## config.mk

```make
export PLATFORM = sky130hd
export DESIGN_NAME = mips_fetch_unit_flat
export DESIGN_NICKNAME = d
export VERILOG_FILES = /design/src/rtl/mips_fetch_unit_if.sv /design/src/rtl/mips_fetch_unit.sv /design/src/flat_wrapper.sv
export SDC_FILE = /design/constraint.sdc
export NUM_CORES = 1
export LEC_CHECK = 0
export ABC_AREA = 1
export CAP_MARGIN = 20
export CORE_ASPECT_RATIO = 2
export CORE_MARGIN = 1
export CORE_UTILIZATION = 29
export CTS_BUF_LIST = sky130_fd_sc_hd__clkbuf_4 sky130_fd_sc_hd__clkbuf_8 sky130_fd_sc_hd__clkbuf_16
export DETAILED_ROUTE_END_ITERATION = 16
export DONT_BUFFER_PORTS = 1
export HOLD_SLACK_MARGIN = 0.02
export PLACE_DENSITY = 0.55
export SLEW_MARGIN = 5
export SYNTH_ARGS = -nofsm -noshare
export SYNTH_HDL_FRONTEND = slang
export SYNTH_SLANG_ARGS = --single-unit
```

## constraint.sdc

```tcl
create_clock -name clk -period 6.7 [get_ports clk]
set_clock_uncertainty 0.05 [all_clocks]
set_input_delay 1.005 -clock clk [delete_from_list [all_inputs] [get_ports clk]]
set_output_delay 1.005 -clock clk [all_outputs]
set_load 0.03 [all_outputs]
```

## src/rtl/mips_fetch_unit_if.sv

```systemverilog
// Instruction-memory bus between mips_fetch_unit (master) and the memory (slave).
// Requests are accepted on im_req & im_gnt; data returns in grant order on im_rvalid.
interface mips_fetch_unit_if #(parameter int AW = 16);
  logic          im_req;
  logic [AW-1:0] im_addr;
  logic          im_gnt;
  logic          im_rvalid;
  logic [31:0]   im_rdata;

  modport master (output im_req, im_addr, input im_gnt, im_rvalid, im_rdata);
  modport slave  (input im_req, im_addr, output im_gnt, im_rvalid, im_rdata);
endinterface

```

## src/rtl/mips_fetch_unit.sv

```systemverilog
// Instruction fetch stage feeding mips_single_cycle.
// Prefetches sequential words into a tagged FIFO. Any PC discontinuity flushes
// the FIFO and restarts fetch at the new PC, draining in-flight reads first.
// Optional macro FETCH_BYPASS_EN: forward im_rdata straight to the core when the
// returning word is the FIFO head and matches PC.
module mips_fetch_unit #(
  parameter int DEPTH = 4,
  parameter int AW    = 16
) (
  input  logic             clk,
  input  logic             asyn_rst,
  input  logic [31:0]      PC,
  input  logic             fetch_ack,
  output logic [31:0]      instruction,
  output logic             instr_valid,
  output logic             stall,
  mips_fetch_unit_if.master bus
);
  localparam int PW = $clog2(DEPTH);

  typedef enum logic [1:0] {IDLE, RUN, DRAIN} state_t;

  state_t          r_state, w_state_nxt;
  logic [AW-1:0]   r_fetch_ptr, w_fetch_ptr_nxt;
  logic [PW-1:0]   r_rd_ptr, r_wr_ptr;
  logic [PW:0]     r_count, r_pend;
  logic [DEPTH-1:0] r_full;
  logic [AW-1:0]   r_tag  [DEPTH];
  logic [31:0]     r_data [DEPTH];
  logic            err_sticky;

  logic [AW-1:0]   w_pc_word;
  logic            w_empty, w_fifo_full, w_tag_match, w_head_full;
  logic            w_redirect, w_hit_buf, w_hit_byp, w_hit, w_pop;
  logic            w_req, w_gnt, w_fill, w_fill_wr;
  logic [PW-1:0]   w_fill_idx;
  logic [PW:0]     w_pend_fill;
  logic            w_unused;

  assign w_pc_word   = PC[AW+1:2];
  assign w_unused    = ^{PC[31:AW+2], PC[1:0]};
  assign w_empty     = (r_count == '0);
  assign w_fifo_full = (r_count == (PW+1)'(DEPTH));
  assign w_tag_match = ~w_empty && (r_tag[r_rd_ptr] == w_pc_word);
  assign w_head_full = r_full[r_rd_ptr];

  // Filled entries are always the oldest ones, so the next slot to fill sits
  // (count - pend) entries past the head.
  assign w_fill_idx  = r_rd_ptr + PW'(r_count - r_pend);
  assign w_fill      = bus.im_rvalid && (r_state == RUN) && (r_pend != '0);
  // Outstanding reads after this cycle's return; a redirect drains exactly these.
  assign w_pend_fill = r_pend - (PW+1)'(w_fill);

  assign w_redirect  = (r_state == RUN) &&
                       (w_empty ? (r_fetch_ptr != w_pc_word) : ~w_tag_match);
  assign w_hit_buf   = (r_state == RUN) && w_tag_match && w_head_full;
`ifdef FETCH_BYPASS_EN
  // A non-full head is necessarily the oldest pending entry, so this return is its data.
  assign w_hit_byp   = (r_state == RUN) && w_tag_match && ~w_head_full && bus.im_rvalid;
`else
  assign w_hit_byp   = 1'b0;
`endif
  assign w_hit       = w_hit_buf | w_hit_byp;
  assign w_pop       = w_hit & fetch_ack;
  assign w_gnt       = w_req & bus.im_gnt;
  // A bypassed word popped in the same cycle never needs to land in the FIFO.
  assign w_fill_wr   = w_fill && ~(w_hit_byp && fetch_ack);

  assign instr_valid = w_hit;
  assign stall       = ~w_hit;
  assign instruction = w_hit_byp ? bus.im_rdata :
                       (w_hit_buf ? r_data[r_rd_ptr] : 32'h0);
  assign bus.im_req  = w_req;
  assign bus.im_addr = r_fetch_ptr;

  // FSM state and fetch pointer registers.
  always_ff @(posedge clk or posedge asyn_rst) begin
    if (asyn_rst) begin
      r_state     <= IDLE;
      r_fetch_ptr <= '0;
    end else begin
      r_state     <= w_state_nxt;
      r_fetch_ptr <= w_fetch_ptr_nxt;
    end
  end

  // Next state, fetch pointer and request generation.
  always_comb begin
    w_state_nxt     = r_state;
    w_fetch_ptr_nxt = r_fetch_ptr;
    w_req           = 1'b0;
    case (r_state)
      IDLE: begin
        w_state_nxt     = RUN;
        w_fetch_ptr_nxt = w_pc_word;
      end
      RUN: begin
        if (w_redirect) begin
          if (w_pend_fill == '0) w_fetch_ptr_nxt = w_pc_word;
          else                   w_state_nxt     = DRAIN;
        end else begin
          w_req = ~w_fifo_full;
          if (~w_fifo_full && bus.im_gnt) w_fetch_ptr_nxt = r_fetch_ptr + AW'(1);
        end
      end
      DRAIN: begin
        if (bus.im_rvalid && (r_pend == (PW+1)'(1))) begin
          w_state_nxt     = RUN;
          w_fetch_ptr_nxt = w_pc_word;
        end
      end
      default: w_state_nxt = IDLE;
    endcase
  end

  // FIFO occupancy, pointers, fill flags and outstanding-read count.
  always_ff @(posedge clk or posedge asyn_rst) begin
    if (asyn_rst) begin
      r_count  <= '0;
      r_pend   <= '0;
      r_rd_ptr <= '0;
      r_wr_ptr <= '0;
      r_full   <= '0;
    end else if (w_redirect) begin
      r_count  <= '0;
      r_rd_ptr <= '0;
      r_wr_ptr <= '0;
      r_full   <= '0;
      r_pend   <= w_pend_fill;
    end else if (r_state == DRAIN) begin
      if (bus.im_rvalid) r_pend <= r_pend - (PW+1)'(1);
    end else begin
      r_pend  <= r_pend + (PW+1)'(w_gnt) - (PW+1)'(w_fill);
      r_count <= r_count + (PW+1)'(w_gnt) - (PW+1)'(w_pop);
      if (w_pop) r_rd_ptr <= r_rd_ptr + PW'(1);
      if (w_gnt) begin
        r_wr_ptr         <= r_wr_ptr + PW'(1);
        r_full[r_wr_ptr] <= 1'b0;
      end
      if (w_fill_wr) r_full[w_fill_idx] <= 1'b1;
    end
  end

  // Entry payload: tag captured at grant, data at return.
  always_ff @(posedge clk) begin
    if (w_gnt)     r_tag[r_wr_ptr]    <= r_fetch_ptr;
    if (w_fill_wr) r_data[w_fill_idx] <= bus.im_rdata;
  end

  // Sticky flag for a read return with nothing outstanding.
  always_ff @(posedge clk or posedge asyn_rst) begin
    if (asyn_rst)
      err_sticky <= 1'b0;
    else if (bus.im_rvalid && (r_pend == '0) && (r_state != DRAIN))
      err_sticky <= 1'b1;
  end
endmodule

```

## src/flat_wrapper.sv

```systemverilog
// flat-port wrapper written by rule: the top's interface ports become plain ports
module mips_fetch_unit_flat 
#(
  parameter int DEPTH = 4,
  parameter int AW    = 16
)
  (clk, asyn_rst, PC, fetch_ack, instruction, instr_valid, stall, bus_im_req, bus_im_addr, bus_im_gnt, bus_im_rvalid, bus_im_rdata);
  mips_fetch_unit_if #(.AW(AW)) bus_i ();
  input  logic clk;
  input  logic asyn_rst;
  input  logic [31:0] PC;
  input  logic fetch_ack;
  output logic [31:0] instruction;
  output logic instr_valid;
  output logic stall;
  output wire logic [$bits(bus_i.im_req)-1:0] bus_im_req;
  output wire logic [$bits(bus_i.im_addr)-1:0] bus_im_addr;
  input wire logic [$bits(bus_i.im_gnt)-1:0] bus_im_gnt;
  input wire logic [$bits(bus_i.im_rvalid)-1:0] bus_im_rvalid;
  input wire logic [$bits(bus_i.im_rdata)-1:0] bus_im_rdata;
  assign bus_im_req = bus_i.im_req;
  assign bus_im_addr = bus_i.im_addr;
  assign bus_i.im_gnt = bus_im_gnt;
  assign bus_i.im_rvalid = bus_im_rvalid;
  assign bus_i.im_rdata = bus_im_rdata;
  mips_fetch_unit #(.DEPTH(DEPTH), .AW(AW)) u_core (.clk(clk), .asyn_rst(asyn_rst), .PC(PC), .fetch_ack(fetch_ack), .instruction(instruction), .instr_valid(instr_valid), .stall(stall), .bus(bus_i));
endmodule
```

==> results_dict.tcl, run 1 <==
set metrics [dict create \
    io_pins 120 \
    clock_power_share_pct 31.4 \
    seq_power_share_pct 50.8 \
    antenna_cells 0 \
    dieWidth_um 136 \
    synth_nets 1093 \
    post-dp-hpwl_um 18000 \
    antenna_found_initial 0 \
    ys_ff_latch 224 \
    outcome "finished clean" \
    dp_slack_ns 2.00 \
    postLayoutSetupSlackWorst_ns 1.52 \
    dr.pass1.iters 5 \
    cts.repair.resized 0 \
    dieArea_mm2 0.0367 \
    synth_mux_area_share_pct 0 \
    grt_pass1_vias 7224 \
    worst_setup_path_start_kind "register" \
    drcViolationCount 0 \
    cts_max_level 1 \
    drv_slew 0 \
    hold_viol_final 0 \
    synth_area_leaders "edfxtp_1, nand2_1, dfrtp_1, a21oi_1, nand3_1" \
    synth_cell_type_count 39 \
    io_buffers 0 \
    synthTopCellsByCount "nand2_1, edfxtp_1, a21oi_1" \
    synth_top_area_cell "edfxtp_1" \
    intPower_mw 2.75 \
    final_area_mm2 0.0119 \
    p_leak_nw 4.95 \
    clk_pin_slew_worst_paths_ns 0.07 \
    synthCells 1006 \
    dp.cells 1448 \
    whs_ns 0.444 \
    synth_compound_area_share_pct 6.62 \
    clock_sinks 224 \
    period_needed_ns 5.18 \
    fillers 3598 \
    path_class "register to primary output" \
    cts_hold_buf 0 \
    yosys_most_used_dff "edfxtp_1" \
    synth-simple-area-share_pct 19.9 \
    synth_xor_area_share_pct 2.94 \
    grt_max_degree 65 \
    grt_setup_unrepaired "no" \
    yosysMostFrequentCell "nand2_1" \
    grt_pass1_wl_um 40900 \
    dpl_cell_area_mm2 0.0111 \
    utilization_pct 33.7 \
    vdd_drop_max_uv 192 \
    drive_gt1_share_pct 10.6 \
    pwr-share-comb_pct 17.9 \
    synthAdderAreaFrac_pct 2.31 \
    synth_area_per_cell_um2 10.4 \
    die-height_um 270 \
    layout.nets 1114 \
    power_mw 4.08 \
    core_region_area_mm2 0.0352 \
    routabilityCongestion 0.825 \
    synth_edf_count 192 \
    tightest_slew_ns 0.835 \
    ant_nets 0 \
    synth_top_family_by_area "simple AND/OR/NAND/NOR gates" \
    max_slew_margin_pct 44.2 \
    drt-wirelength-per-cell_um 18.1 \
    fin_tns_setup_ns 0 \
    rows 97 \
    fin_crit_sh_pct 77.3 \
    viasPerCell 4.75 \
    switching_share_pct 32.6 \
    cts_setup_buffers 0 \
    p_switching_mw 1.33 \
    crit_path_end_kind "primary output" \
    cts_tree "yes" \
    finalWirelength_um 26900 \
    crit_fanout 64 \
    grt_use_total_pct 14.8 \
    root_buffer "clkbuf_16" \
    final_cells 1488 \
    clock.fmax_ghz 0.193 \
    pwr_density_cell_mw_per_mm2 344 \
    area_delta_synth_final_pct 13.9 \
    yosysTopAreaCellShare_pct 55.3 \
    start_util_pct 29.6 \
    yosys_warnings 0 \
    vias 7073 \
    worstPathRequired_ns 5.64 \
    cap_violations 0 \
    async_flop_share_pct 14.3 \
    cts_made_buffers 22 \
    netlist_area_mm2 0.0104 \
    grt_overflow 0 \
    drtIter0Drc 339 \
    setup_viol 0 \
    critPathArrivalTime_ns 4.13 \
    cts.path.max_buffers 3 \
    clk_latency_ns 0.51 \
    min_path_type "input pin to async pin" \
    ys_seq_area_share_pct 63.0 \
]
==> registers in the layout, indices dropped and copies added (netlist names) <==
signal	flops
u_core.bus.im_addr	16
u_core.r_count	3
u_core.r_rd_ptr	2
u_core.r_pend	3
u_core.r_data	128
u_core.r_full	4
u_core.r_tag	64
u_core.r_state	2
u_core.r_wr_ptr	2
==> layer usage <==
layer	vias up	global-route usage [%]	wire length (um)
met5	-	0	0
met4	0	8.74	1410
met2	163	29.4	15400
met3	69	2.50	1250
li1	3453	-	-
met1	3388	13.4	8840
==> cells by family (layout without fill, tap and decap cells) <==
| family | after synthesis | in the layout |
|---|---|---|
| AO/OA/AOI/OAI | 119 | 119 |
| AND/OR/NAND/NOR | 482 | 482 |
| adder cells (fa/ha/maj) | 18 | 18 |
| flip-flops | 224 | 224 |
| XOR/XNOR | 35 | 35 |
| buffers and inverters | 128 | 165 |
==> path summary, 6_finish.rpt <==
path | cells past startpoint | slack (ns) | end | start
setup / recovery | 12 | 1.52 | bus_im_req | u_core.r_rd_ptr[0]
hold / removal | 2 | 0.44 | u_core.r_pend[1] | asyn_rst
setup reg to reg | 18 | 2.10 | u_core.r_count[2] | u_core.r_rd_ptr[0]
hold reg to reg | 2 | 0.49 | u_core.r_full[0] | u_core.r_full[0]
max in group asynchronous | 2 | 5.75 | u_core.r_rd_ptr[0] | asyn_rst
min in group clk | 2 | 0.49 | u_core.r_full[0] | u_core.r_full[0]
==> layout make-up <==
class	instances	area (um^2)	area share, %
clock inverters	7	77.6	0.653
well taps	445	557	4.69
flip-flops and latches	224	6570	55.3
clock buffers	33	682	5.74
inverters	79	299	2.52
multi-input cells	654	3330	28.0
repair buffers	46	358	3.01
==> cell usage in the layout (no fill, tap or decap), types with 3 or more instances in the layout <==
cell type	count
buf_4	45
nand4_1	12
xnor2_1	12
clkinv_4	3
clkinv_2	3
clkbuf_4	5
edfxtp_1	192
inv_2	4
a211oi_1	32
ha_1	16
nand2_4	3
a21oi_1	72
dfrtp_1	31
clkbuf_16	23
clkbuf_8	5
clkinv_1	5
inv_1	68
xor2_1	23
o21ai_0	7
nand2_1	333
nand3b_1	5
nand3_1	70
nor2_1	33
nor3_1	9
nor3_2	4
==> power groups by stage <==
stage	sequential (mW)	clock, mW	combinational, mW
2_1_floorplan	2.01	0	0.593
3_3_place_gp	2.10	0	0.739
3_5_place_dp	2.11	0	0.750
4_1_cts	2.08	1.32	0.751
5_1_grt	2.10	1.37	0.830
6_report	2.07	1.28	0.729
==> worst max-delay path, cell delays in order (launching register included) <==
cell	delay, ns
dfrtp_4	0.79
clkinv_2	0.17
buf_12	0.25
nand2_1	0.10
nand3_1	0.07
nand2_1	0.12
xor2_1	0.34
nand2_1	0.11
nor2_1	0.13
nand3_2	0.19
nand2_4	0.28
nand2_4	0.27
nor2_1	0.71
(Power assumes the default switching activity.)
==> run 2: changes to the inputs <==
--- a/config.mk
+++ b/config.mk
@@ -14,7 +14,7 @@
 export DETAILED_ROUTE_END_ITERATION = 16
 export DONT_BUFFER_PORTS = 1
 export HOLD_SLACK_MARGIN = 0.02
-export PLACE_DENSITY = 0.55
+export PLACE_DENSITY = 0.56
 export SLEW_MARGIN = 5
 export SYNTH_ARGS = -nofsm -noshare
 export SYNTH_HDL_FRONTEND = slang
==> constraint.sdc (replaced) <==
create_clock -name clk -period 4.2 [get_ports clk]
set_clock_uncertainty 0.05 [all_clocks]
set_input_delay 0.63 -clock clk [delete_from_list [all_inputs] [get_ports clk]]
set_output_delay 0.63 -clock clk [all_outputs]
set_load 0.03 [all_outputs]
==> run 2 against run 1 <==
Effect of this change:
- global-route usage is 0.36 points higher
- largest cell class unchanged
- sequential power up 49%
- first-iteration DRC count is 8.3% lower
- clock power is 59% higher
- sequential share of layout area shrank 0.57 points
- critical path depth is 1 lower
- cell count increased by 1.1%
- design area grew 1.0%
==> results_dict.tcl, run 2 (same netlist as run 1, synthesis figures left out) <==
set metrics [dict create \
    multi_input_area_mm2 0.00334 \
    drt-wirelength-per-cell_um 18.3 \
    pwr_density_cell_mw_per_mm2 549 \
    clk_pin_slew_worst_paths_ns 0.07 \
    grt_use_met2_pct 31.1 \
    cts.path.max_buffers 3 \
    clock_sinks 224 \
    grt_setup_unrepaired "no" \
    crit_path_end_kind "primary output" \
    setup_viol 0 \
    drv_slew 0 \
    worstPathRequired_ns 3.52 \
    max_slew_margin_pct 51.4 \
    antenna_cells 0 \
    outcome "finished clean" \
    vias 7202 \
    worst-path-buf-inv 2 \
    period_needed_ns 4.00 \
    io_pins 120 \
    path_delay_family "simple AND/OR/NAND/NOR gates" \
    grt_use_total_pct 15.2 \
    final_cell_mix "nand2_1, edfxtp_1, a21oi_1" \
    top_register "u_core.r_data" \
    fin_crit_sh_pct 95.3 \
    critPathMaxStageDelay_ns 0.41 \
    critPathArrivalTime_ns 3.32 \
    core_region_area_mm2 0.0352 \
    grt_max_degree 56 \
    antenna_found_initial 0 \
    ant_nets 0 \
    tightest_slew_ns 0.724 \
    largest_reg_flops 128 \
    grt_overflow 0 \
    cts_max_level 1 \
    hold_viol_final 0 \
    post-dp-hpwl_um 18500 \
    clock.fmax_ghz 0.250 \
    area_delta_synth_final_pct 15.1 \
    io_buffers 0 \
    clk_latency_ns 0.51 \
    rows 97 \
    gr-max-usage-layer "met2" \
    p_leak_nw 5.02 \
    dp.cells 1467 \
    drive_gt1_share_pct 11.9 \
    routabilityCongestion 0.809 \
    vdd_drop_max_uv 426 \
    layout.nets 1132 \
    drtIter0Drc 311 \
    dieWidth_um 136 \
    cts_hold_buf 0 \
    dr.pass1.iters 6 \
    grt_util_met3_pct 2.25 \
    viasPerCell 4.79 \
    use_met1_pct 13.3 \
    cts_tree "yes" \
    start_util_pct 29.6 \
    path_cells "inv_2 > nand3_1 > nand2_1 > xor2_1 > nand2_1 > nor2_1 > nand3_2 > nand2_4 > nand2_4 > nor2_1 > buf_4" \
    whs_ns 0.0858 \
    worst_setup_path_start_kind "register" \
    utilization_pct 34.1 \
    root_buffer "clkbuf_16" \
    final_area_mm2 0.0120 \
    crit_fanout 22 \
    final-seq-area_mm2 0.00657 \
    cts_made_buffers 21 \
    crit_slowest_cell "inv_2" \
    cap_violations 0 \
    fillers 3594 \
    dp_slack_ns 0.256 \
    postLayoutSetupSlackWorst_ns 0.196 \
    grt_pass1_wl_um 41800 \
    dpl_cell_area_mm2 0.0112 \
    min_path_type "input pin to async pin" \
    dieArea_mm2 0.0367 \
    cts_setup_buffers 0 \
    path_class "register to primary output" \
    drcViolationCount 0 \
    final_common_cell "nand2_1" \
    finalWirelength_um 27600 \
    die-height_um 270 \
    grt_pass1_vias 7439 \
    final_cells 1504 \
]
run 2: cell types whose count changed in the layout (fill, tap and decap cells not counted), sizes merged:
cell      change
buf          +19
bufinv        +3
clkbuf        -8
clkinv        +3
clkinvlp      -1
run 2: repair_timing:
action	4_1_cts	5_1_grt
pin swaps	0	0
setup endpoints to repair	32	6
endpoints found under the hold margin	0	0
resized for setup	2	4
run 2: area by class of cell:
type / instances / share of cell area, %
tap: 445 / 4.64
clock buffer: 25 / 4.63
timing repair buffer: 65 / 4.19
inverter: 79 / 2.49
clock inverter: 12 / 1.43
sequential: 224 / 54.8
multi-input combinational: 654 / 27.8
run 2: routing by layer:
metal  vias up  wire [um]
met4         0       1380
met2       155      15900
met5         -          0
met1      3493       8960
met3        62       1320
li1       3492          -
run 2: metrics by stage:
stage | TNS (ns) | power (mW)
6_report | 0 | 6.59
5_1_grt | 0 | 6.90
3_3_place_gp | 0 | 4.59
2_1_floorplan | -89.89 | 4.15
4_1_cts | 0 | 6.68
3_5_place_dp | 0 | 4.63
run 2: path summary, 6_finish.rpt:
check                                   startpoint              endpoint  slack, ns  cells after the start
worst min-delay path                      asyn_rst      u_core.r_pend[1]       0.09                      2
min in group clk                  bus_im_rdata[11]  u_core.r_data[3][11]       0.16                      0
worst max-delay path            u_core.r_rd_ptr[1]            bus_im_req       0.20                     11
worst max register to register  u_core.r_rd_ptr[1]     u_core.r_count[2]       0.44                     16
worst min register to register    u_core.r_full[3]      u_core.r_full[3]       0.50                      2
max in group asynchronous                 asyn_rst    u_core.r_rd_ptr[0]       3.58                      2
run 2: worst register-to-register path, stage by stage, from the launching register on:
cell and delay [ns]:
dfrtp_1 0.39, inv_2 0.41, nand3_1 0.14, nand2_1 0.11, xor2_1 0.36, nand2_1 0.09
nor2_1 0.18, nand3_2 0.18, nand2_4 0.11, nand2_4 0.20, nor2_2 0.33, ha_1 0.20
inv_1 0.05, fa_1 0.37, xnor2_1 0.19, xor2_1 0.16, o22ai_1 0.10
run 2: where the power goes:
group | switching (mW) | leakage (nW) | internal [mW]
Sequential | 0.266 | 2.14 | 2.82
Clock | 0.831 | 0.359 | 1.20
Combinational | 1.04 | 2.52 | 0.442
==> run 3: changes to the inputs <==
--- a/config.mk
+++ b/config.mk
@@ -8,7 +8,6 @@
 export ABC_AREA = 1
 export CAP_MARGIN = 20
 export CORE_ASPECT_RATIO = 2
-export CORE_MARGIN = 1
 export CORE_UTILIZATION = 29
 export CTS_BUF_LIST = sky130_fd_sc_hd__clkbuf_4 sky130_fd_sc_hd__clkbuf_8 sky130_fd_sc_hd__clkbuf_16
 export DETAILED_ROUTE_END_ITERATION = 16
==> results of run 3 <==
Final layout, timing and power as in run 2 (identical DEF).
